### src/rtl/score_bcd_scanner_if.sv
// Bus between the score source and the BCD converter / 7-segment scanner.
// Load/busy/done handshake, latched result and display drive lines.
interface score_bcd_scanner_if #(
    parameter int BIN_W  = 15,
    parameter int DIGITS = 4
);
    logic                  load;
    logic [BIN_W-1:0]      binary;
    logic                  busy;
    logic                  done;
    logic [4*DIGITS-1:0]   bcd;
    logic                  overflow;
    logic [DIGITS-1:0]     seg_com;
    logic [7:0]            seg_data;

    modport master (
        output load, binary,
        input  busy, done, bcd, overflow, seg_com, seg_data
    );

    modport slave (
        input  load, binary,
        output busy, done, bcd, overflow, seg_com, seg_data
    );
endinterface

### src/rtl/score_bcd_scanner.sv
// Sequential shift-add-3 binary-to-BCD converter with a multiplexed 7-segment scanner.
// Optional macro LEAD_ZERO_BLANK_EN blanks leading zero digits above digit 0.
module score_bcd_scanner #(
    parameter int BIN_W    = 15,
    parameter int DIGITS   = 4,
    parameter int SCAN_DIV = 1
) (
    input logic                clk,
    input logic                rst_n,
    score_bcd_scanner_if.slave bus
);
    localparam int BW    = 4 * DIGITS;
    localparam int CNT_W = $clog2(BIN_W + 1);
    localparam int SC_W  = (SCAN_DIV > 1) ? $clog2(SCAN_DIV) : 1;
    localparam int IDX_W = (DIGITS > 1) ? $clog2(DIGITS) : 1;
    localparam logic [BW-1:0] ALL_NINES = {DIGITS{4'h9}};

    typedef enum logic [1:0] {IDLE, SHIFT, DONE} state_t;

    state_t            state_q, state_d;
    logic [BIN_W-1:0]  shift_q, shift_d;
    logic [BW-1:0]     work_q, work_d;
    logic              sticky_q, sticky_d;
    logic [CNT_W-1:0]  bitCnt_q, bitCnt_d;
    logic [BW-1:0]     bcd_q, bcd_d;
    logic              overflow_q, overflow_d;
    logic [SC_W-1:0]   scanCnt_q, scanCnt_d;
    logic [IDX_W-1:0]  scanIdx_q, scanIdx_d;
    logic [DIGITS-1:0] segCom_q, segCom_d;
    logic [7:0]        segData_q, segData_d;

    logic [BW-1:0]     adj;
    logic [BW-1:0]     workShift;
    logic              shiftOut;
    logic [3:0]        curDigit;

    function automatic logic [7:0] glyph(input logic [3:0] d);
        case (d)
            4'd0:    glyph = 8'h3F;
            4'd1:    glyph = 8'h06;
            4'd2:    glyph = 8'h5B;
            4'd3:    glyph = 8'h4F;
            4'd4:    glyph = 8'h66;
            4'd5:    glyph = 8'h6D;
            4'd6:    glyph = 8'h7D;
            4'd7:    glyph = 8'h07;
            4'd8:    glyph = 8'h7F;
            4'd9:    glyph = 8'h6F;
            default: glyph = 8'h00;
        endcase
    endfunction

    // One double-dabble step; any bit leaving the top digit means the value needs more digits.
    always_comb begin
        adj = work_q;
        for (int k = 0; k < DIGITS; k++) begin
            if (work_q[4*k +: 4] >= 4'd5) begin
                adj[4*k +: 4] = work_q[4*k +: 4] + 4'd3;
            end
        end
        shiftOut  = adj[BW-1];
        workShift = {adj[BW-2:0], shift_q[BIN_W-1]};
    end

    // Result is latched on the edge entering DONE so it is valid alongside the done pulse.
    always_comb begin
        state_d    = state_q;
        shift_d    = shift_q;
        work_d     = work_q;
        sticky_d   = sticky_q;
        bitCnt_d   = bitCnt_q;
        bcd_d      = bcd_q;
        overflow_d = overflow_q;
        case (state_q)
            IDLE: begin
                if (bus.load) begin
                    shift_d  = bus.binary;
                    work_d   = '0;
                    sticky_d = 1'b0;
                    bitCnt_d = '0;
                    state_d  = SHIFT;
                end
            end
            SHIFT: begin
                shift_d  = {shift_q[BIN_W-2:0], 1'b0};
                work_d   = workShift;
                sticky_d = sticky_q | shiftOut;
                bitCnt_d = bitCnt_q + CNT_W'(1);
                if (bitCnt_q == CNT_W'(BIN_W - 1)) begin
                    state_d    = DONE;
                    overflow_d = sticky_d;
                    bcd_d      = sticky_d ? ALL_NINES : workShift;
                end
            end
            DONE: begin
                state_d = IDLE;
            end
            default: begin
                state_d = IDLE;
            end
        endcase
    end

    // Display registers follow the next index and next result so select and data never disagree.
    always_comb begin
        scanCnt_d = scanCnt_q + SC_W'(1);
        scanIdx_d = scanIdx_q;
        if (scanCnt_q == SC_W'(SCAN_DIV - 1)) begin
            scanCnt_d = '0;
            scanIdx_d = (scanIdx_q == IDX_W'(DIGITS - 1)) ? '0 : scanIdx_q + IDX_W'(1);
        end
        curDigit = '0;
        segCom_d = '0;
        for (int k = 0; k < DIGITS; k++) begin
            if (scanIdx_d == IDX_W'(k)) begin
                curDigit    = bcd_d[4*k +: 4];
                segCom_d[k] = 1'b1;
            end
        end
`ifdef LEAD_ZERO_BLANK_EN
        begin
            logic upperZero;
            logic blankDigit;
            upperZero  = 1'b1;
            blankDigit = 1'b0;
            for (int k = DIGITS - 1; k >= 0; k--) begin
                upperZero = upperZero & (bcd_d[4*k +: 4] == 4'd0);
                if ((scanIdx_d == IDX_W'(k)) && (k > 0)) begin
                    blankDigit = upperZero;
                end
            end
            segData_d = blankDigit ? 8'h00 : glyph(curDigit);
        end
`else
        segData_d = glyph(curDigit);
`endif
    end

    always_ff @(posedge clk or negedge rst_n) begin
        if (!rst_n) begin
            state_q    <= IDLE;
            shift_q    <= '0;
            work_q     <= '0;
            sticky_q   <= 1'b0;
            bitCnt_q   <= '0;
            bcd_q      <= '0;
            overflow_q <= 1'b0;
            scanCnt_q  <= '0;
            scanIdx_q  <= '0;
            segCom_q   <= DIGITS'(1);
            segData_q  <= 8'h3F;
        end else begin
            state_q    <= state_d;
            shift_q    <= shift_d;
            work_q     <= work_d;
            sticky_q   <= sticky_d;
            bitCnt_q   <= bitCnt_d;
            bcd_q      <= bcd_d;
            overflow_q <= overflow_d;
            scanCnt_q  <= scanCnt_d;
            scanIdx_q  <= scanIdx_d;
            segCom_q   <= segCom_d;
            segData_q  <= segData_d;
        end
    end

    assign bus.busy     = (state_q == SHIFT);
    assign bus.done     = (state_q == DONE);
    assign bus.bcd      = bcd_q;
    assign bus.overflow = overflow_q;
    assign bus.seg_com  = segCom_q;
    assign bus.seg_data = segData_q;
endmodule

### src/flat_wrapper.sv
// flat-port wrapper written by rule: the top's interface ports become plain ports
module score_bcd_scanner_flat 
#(
    parameter int BIN_W    = 15,
    parameter int DIGITS   = 4,
    parameter int SCAN_DIV = 1
)
  (clk, rst_n, bus_load, bus_binary, bus_busy, bus_done, bus_bcd, bus_overflow, bus_seg_com, bus_seg_data);
  score_bcd_scanner_if #(.BIN_W(BIN_W), .DIGITS(DIGITS)) bus_i ();
  input logic clk;
  input logic rst_n;
  input wire logic [$bits(bus_i.load)-1:0] bus_load;
  input wire logic [$bits(bus_i.binary)-1:0] bus_binary;
  output wire logic [$bits(bus_i.busy)-1:0] bus_busy;
  output wire logic [$bits(bus_i.done)-1:0] bus_done;
  output wire logic [$bits(bus_i.bcd)-1:0] bus_bcd;
  output wire logic [$bits(bus_i.overflow)-1:0] bus_overflow;
  output wire logic [$bits(bus_i.seg_com)-1:0] bus_seg_com;
  output wire logic [$bits(bus_i.seg_data)-1:0] bus_seg_data;
  assign bus_i.load = bus_load;
  assign bus_i.binary = bus_binary;
  assign bus_busy = bus_i.busy;
  assign bus_done = bus_i.done;
  assign bus_bcd = bus_i.bcd;
  assign bus_overflow = bus_i.overflow;
  assign bus_seg_com = bus_i.seg_com;
  assign bus_seg_data = bus_i.seg_data;
  score_bcd_scanner #(.BIN_W(BIN_W), .DIGITS(DIGITS), .SCAN_DIV(SCAN_DIV)) u_core (.clk(clk), .rst_n(rst_n), .bus(bus_i));
endmodule
### config.mk
export PLATFORM = sky130hd
export DESIGN_NAME = score_bcd_scanner_flat
export DESIGN_NICKNAME = d
export VERILOG_FILES = /design/src/rtl/score_bcd_scanner_if.sv /design/src/rtl/score_bcd_scanner.sv /design/src/flat_wrapper.sv
export SDC_FILE = /design/constraint.sdc
export NUM_CORES = 1
export LEC_CHECK = 0
export CAP_MARGIN = 20
export CORE_MARGIN = 10
export CORE_UTILIZATION = 30
export DETAILED_ROUTE_END_ITERATION = 10
export PLACE_DENSITY = 0.56
export REMOVE_ABC_BUFFERS = 1
export SLEW_MARGIN = 20
export SYNTH_ARGS = -nofsm -noshare
export SYNTH_HDL_FRONTEND = slang
export SYNTH_SLANG_ARGS = --single-unit
export TNS_END_PERCENT = 100
### constraint.sdc
create_clock -name clk -period 6.7 [get_ports clk]
set_input_delay 1.34 -clock clk [delete_from_list [all_inputs] [get_ports clk]]
set_output_delay 1.34 -clock clk [all_outputs]
set_load 0.01 [all_outputs]
* Word-level counts from Yosys, hierarchy flattened
Memory sizes are Yosys's and may differ from the RTL's. A register that Yosys moved wholly into a read port is not among the register bits.
Cells that the tools add are included.
** Storage, ports and cells
- Register bits after elaboration :: 70
- Memory bits (read-only) :: 112
- Bits of input ports :: 18
- Output and inout bits :: 31
- Logic and storage cells :: 69
- Memories kept :: 1
** Memory list
- (no name shown) :: words 16, bits a word 7, read ports 1, clocked after Yosys merged registers in 1, wr ports 0, RTL line score_bcd_scanner.sv:38 : case (d)
** Cells by class
- Add/subtract/negate cells :: 7
- $lt $le $gt $ge :: 4
- Equality and inequality tests :: 9
- Mux-type cells :: 29
- Bitwise operators :: 1
- Reduce and logical (&&, ||, !) cells :: 7
** Operator list (number)
- $mux W16 :: 4
- $mux W4 :: 9
- $pmux W16 S2 :: 1
- $pmux W15 S2 :: 1
- $add A4 B2 Y4 const B :: 4
- $ge A4 B3 Y1 const B :: 4
- $mux W15 :: 1
- $eq A2 B2 Y1 const B :: 4
- $mux W2 :: 4
- $pmux W4 S2 :: 1
- $mux W1 :: 6
- $reduce_and A2 Y1 :: 3
- $add A4 B1 Y4 const B :: 1
- $eq A2 B1 Y1 const B :: 2
- $eq A4 B4 Y1 const B :: 1
- $logic_not A2 Y1 :: 2
- $pmux W2 S2 :: 1
- $add A2 B1 Y2 const B :: 1
- $ne A2 B1 Y1 const B :: 1
- $ne A2 B2 Y1 const B :: 1
- $pmux W1 S2 :: 1
- $reduce_bool A2 Y1 :: 1
- $add A1 B1 Y1 const B :: 1
- $logic_not A1 Y1 :: 1
- $or A1 B1 Y1 :: 1

* Longest topological paths before layout
- Depth after elaboration :: 10
- Gate-level depth with buffers :: 16
- Gate-level depth less buffers :: 14

* Least setup slack after synthesis
No wires, ideal clock.
- Path type :: flip-flop to flip-flop
- Start :: register u_core.work_q[12]
- End :: register u_core.segData_q[0] (netlist: u_core.bus.seg_data[0])
- Library setup time :: 75 ps
- Arrival time :: 2523 ps
- Required time :: 6625 ps
- Setup slack :: 4102 ps
- Stages on the path, launching flop included :: 12
- Buffers on the path :: 0
- Clock period less this slack :: 2598 ps
- Cell sequence :: dfrtp_1 > inv_1 > ha_1 > nor2b_1 > nor3_2 > nor2_1 > a31oi_4 > nor2_1 > or3_1 > ha_1 > mux2_2 > mux2i_1
** Between the ends
- Elaborated cells between the ends (all ways) :: 11
- Those cells by class :: add/sub (1); order compare (1); mux (8); bitwise (1)
** RTL lines
- start: declaration :: RTL line score_bcd_scanner.sv:22 : logic [BW-1:0] work_q, work_d;
- start signal: assignment :: RTL line score_bcd_scanner.sv:155 : work_q <= work_d;
- $add A4 B2 Y4 or $ge A4 B3 Y1 (tied branches) :: RTL line score_bcd_scanner.sv:58, score_bcd_scanner.sv:57
- $mux W4 (*) :: RTL line score_bcd_scanner.sv:57 : if (work_q[4*k +: 4] >= 4'd5) begin
- $or A1 B1 Y1 (*) :: RTL line score_bcd_scanner.sv:87 : sticky_d = sticky_q | shiftOut;
- $mux W16 (*) :: RTL line score_bcd_scanner.sv:92 : bcd_d = sticky_d ? ALL_NINES : workShift;
- $mux W16 (*) :: RTL line score_bcd_scanner.sv:89 : if (bitCnt_q == CNT_W'(BIN_W - 1)) begin
- $mux W16 (*) :: RTL line score_bcd_scanner.sv:74 : case (state_q)
- via u_core.bcd_d[8] :: RTL line score_bcd_scanner.sv:25 : logic [BW-1:0] bcd_q, bcd_d;
- $mux W4 (*) (2 in series) :: RTL line score_bcd_scanner.sv:115 : if (scanIdx_d == IDX_W'(k)) begin
- end: declaration :: RTL line score_bcd_scanner.sv:30 : logic [7:0] segData_q, segData_d;
Mark *: on every way through the listed nets, which the timed path passes. The rest lies on a longest branch.
A chain may end at the register's enable or synchronous reset.

* Worst setup path after layout
- Start :: register u_core.state_q[0]
- End :: output bus_busy
** Between the ends
- Word-level cells in the longest chain between the ends :: 1
** Ends and longest elaborated chain
- start: declaration :: RTL line score_bcd_scanner.sv:20 : state_t state_q, state_d;
- start signal: assignment :: RTL line score_bcd_scanner.sv:153 : state_q <= state_d;
- $eq A2 B1 Y1 :: RTL line score_bcd_scanner.sv:167 : assign bus.busy = (state_q == SHIFT);
- end: declaration :: RTL line flat_wrapper.sv:14 : output wire logic [$bits(bus_i.busy)-1:0] bus_busy;
Every way passes these cells.

==> impl_summary.txt <==
----------------------------------------------------
[Outcome]
  Run status ... complete, no violations

[Layout]
  Non-filler instance count after layout ... 619
  Leading cell types in the layout, fill and taps excluded ... sky130_fd_sc_hd__dfrtp_1, sky130_fd_sc_hd__clkdlybuf4s50_1, sky130_fd_sc_hd__o21ai_0, sky130_fd_sc_hd__nand2_1, sky130_fd_sc_hd__a21oi_1
  Fraction of final layout cells sized beyond drive strength 1 ... 0.101
  Area Growth Syn to Fin ... 24.5%
  Diodes inserted ... 0
  Most frequent standard cell in the layout excluding fill and tap cells ... sky130_fd_sc_hd__dfrtp_1
  Fin nets ... 481

[Yosys]
  FF+latch count, synth ... 68
  Area share of xor/xnor cells in the synthesized design ... 0.00916
  Basic-gate share of the synthesized area counting and, or, nand and nor cells ... 0.163
  Fraction of the mapped netlist area in adder cells ... 0.0687
  Area fraction in compound gates after synthesis ... 0.216
  Post-Syn Area ... 0.00383 mm²
  Post-synth ARST share ... 1.00
  Number of flops mapped to enable cells by yosys ... 0
  Biggest area consumer among synthesized cells ... sky130_fd_sc_hd__dfrtp_1
  Post-synthesis cell count ... 406
  Fraction of synthesized cell area taken by the top area cell type ... 0.399
  Top post-synthesis cells by area ... sky130_fd_sc_hd__dfrtp_1, sky130_fd_sc_hd__ha_1, sky130_fd_sc_hd__o21ai_0, sky130_fd_sc_hd__dfstp_2, sky130_fd_sc_hd__a21oi_1
  Sequential-to-total area share from yosys stat ... 0.447
  Most common flop cell mapped by yosys ... sky130_fd_sc_hd__dfrtp_1
  Warnings from Yosys ... 0
  Mean cell area of the mapped netlist ... 9.42 µm²
  Netlist cell types ... 56
  Multiplexer area fraction after synthesis ... 0.0320
  Dominant combinational cell family by area after synthesis ... compound AO/OA/AOI/OAI gates

[Timing]
  Final Hold Viols ... 0
  Worst hold slack across all endpoints ... 0.501 ns
  Total setup violations reported at the end of the flow ... 0
  Final Max Tran Viols ... 0
  Ratio of final minimum period to clock period ... 0.663
  Post-layout min period ... 4.44 ns
  Setup TNS ... 0 ns
  Highest clock frequency the design can meet ... ~230 MHz
  Setup repair after global routing missed its margin ... no
  Worst slew margin relative to its limit ... 0.408
  Actual slew at the worst max-slew pin ... 0.888 ns
  Clock skew ... around 0.0064 ns

[CTS]
  # clock sinks ... 68
  Clock root buffer ... sky130_fd_sc_hd__clkbuf_16
  Inserted Clock Buffers ... 9
  Maximum count of clock buffers along a single path ... 2
  Hold bufs inserted after CTS ... 0
  Skew-Pair Late Insertion Delay ... 0.34 ns
  Clock-pin slew of the registers on the worst-case setup and hold paths ... 0.06 ns
  TritonCTS clock tree ... built
  Total setup buffers inserted after CTS ... 0
  Post-CTS resize count ... 0
  Number of H-tree levels ... 3

[Detailed routing]
  Via count normalized by instance count ... 4.94
  Routed wire per std cell ... ~15 µm
  Residual DRC ... 0
  Number of iterations in the first detailed-routing pass ... 4
  Final WL ... 9480 µm
  Detailed Route Iter0 Violations ... 171
  Number of vias in the routed layout ... 3057
  Residual antenna-violating net count after detailed routing ... 0

[Floorplan]
  Floorplan die area ... about 0.018 mm²
  Die Y-Extent ... 133 µm
  Count of standard-cell rows ... 41
  Initial standard-cell utilization of the core ... 0.304
  Core Region ... 0.0126 mm²
  I/O pin total ... 49
  Die X-Extent ... 133 µm

[GRT]
  Number of global-route vias before repair ... just over 3k
  Largest net degree at the start of global routing ... 69
  Number of antenna violations at the first check in global routing ... 0
  GR Overflow Total ... 0
  First-pass GRT wire length ... ~16000 µm
  Global routing usage summed across all routing layers ... 0.111

[Critical path]
  Slowest library cell on the worst path ... sky130_fd_sc_hd__inv_1
  Crit path launch type ... flop
  Data arrival time at the worst-slack endpoint ... 3.10 ns
  Required time reported for the critical path endpoint ... 5.36 ns
  Largest delay contributor family on the critical path ... buffers and inverters
  Category of the worst setup path capture point ... primary output
  Buffers & Inverters on Critical Path ... 2
  Cell chain of the critical path ... nand2b_1, inv_1, clkdlybuf4s50_1
  Worst stage delay on the critical path ... 0.78 ns
  Setup slack, reg-to-reg ... roughly 2.8 ns
  Critical setup path kind ... flop to primary output
  Max Fanout on Critical Path ... 22

[Placement]
  Number of port buffers ... 47
  DPL Wire Length ... 6530 µm
  Total instance count after detailed placement ... 603
  Last weighted congestion value of the routability-driven placer ... 0.816

[Pwr]
  Worst VDD drop ... 0.183 mV
  Leakage power ... ~2.0 nW
  Pwr/cell area ... around 500 mW/mm²

[Min path]
  Type of the worst min-delay path ... flop to flop

[Job]
  Max cap viols ... 0

----------------------------------------------------
==> worst register-to-register path: cells and delay by family, from the launching register on <==
kind,cells,cell delay (ns)
and+or+nand+nor,3,1.50
buffers and inverters,2,0.43
DFF,1,0.77
AOI/OAI and AO/OA,3,0.51
muxes,2,0.39
adders and majority gates,1,0.19
==> layout make-up <==
class	instances	area [µm²]
fillers	1262	7800
multi-input cells	290	1880
clock buffers	9	225
inverters	24	95.1
well taps	172	215
repair buffers	49	480
clock inverters	7	163
flip-flops and latches	68	1710
==> state kept, by name (all words and copies together), names as in the netlist, 2 cells and up <==
signal               cells
u_core.bitCnt_q          4
u_core.state_q           2
u_core.work_q           16
u_core.bus.bcd          16
u_core.bus.seg_data      7
u_core.scanIdx_q         2
u_core.bus.seg_com       4
u_core.shift_q          15
==> cell families (layout without fill, tap and decap cells) <==
kind of cell	count (synthesis)	in the layout
DFF	68	68
buffers and inverters	48	89
muxes	12	12
AOI/OAI and AO/OA	129	129
xor gates and xnor gates	4	4
and+or+nand+nor	123	123
other	1	1
adders and majority gates	21	21
==> layer usage <==
metal | part of all wire | wire length (µm) | up-vias | track usage
li1 | - | - | 1498 | -
met2 | 0.45 | 4300 | 72 | 0.165
met5 | 0 | 0 | - | 0
met3 | 0.054 | 513 | 12 | 0.0379
met1 | 0.48 | 4510 | 1475 | 0.145
met4 | 0.017 | 160 | 0 | 0.0416
==> report_power, final <==
part           internal [mW]  switching (mW)  total [mW]
Clock                  0.438           0.185       0.623
Combinational          0.451           0.562        1.01
Sequential             0.580           0.162       0.741
==> worst paths after layout <==
path                                     startpoint                endpoint  cells after the start
worst max-delay path              u_core.state_q[0]                bus_busy                      3
worst min-delay path            u_core.scanIdx_q[0]     u_core.scanIdx_q[0]                      1
worst max register to register    u_core.state_q[1]  u_core.bus.seg_data[0]                     11
worst min register to register  u_core.scanIdx_q[0]     u_core.scanIdx_q[0]                      1
max in group asynchronous                     rst_n       u_core.shift_q[4]                      2
min in group asynchronous                     rst_n  u_core.bus.seg_data[6]                      2
==> through the flow <==
step / util / instance area [µm²] / setup WS, ns / power, mW
2_1_floorplan: - / 3680 / 3.61 / 1.40
3_3_place_gp: 0.348 / 4370 / 2.69 / 1.74
3_5_place_dp: 0.348 / 4370 / 2.60 / 1.76
4_1_cts: 0.379 / 4760 / 2.20 / 2.40
5_1_grt: 0.379 / 4760 / 1.98 / 2.57
6_report: 0.379 / 4760 / 2.26 / 2.38
==> Yosys cell counts (all sizes together) (7+ instances only) <==
| library cell | number |
|---|---|
| a21oi | 34 |
| nor2 | 28 |
| ha | 21 |
| nand3 | 10 |
| a22oi | 14 |
| dfrtp | 61 |
| nand2 | 38 |
| o21ai | 45 |
| mux2i | 10 |
| inv | 23 |
| nor3 | 9 |
| clkbuf | 18 |
| nor2b | 21 |
| a22o | 7 |
| dfstp | 7 |
(Power assumes the default switching activity.)
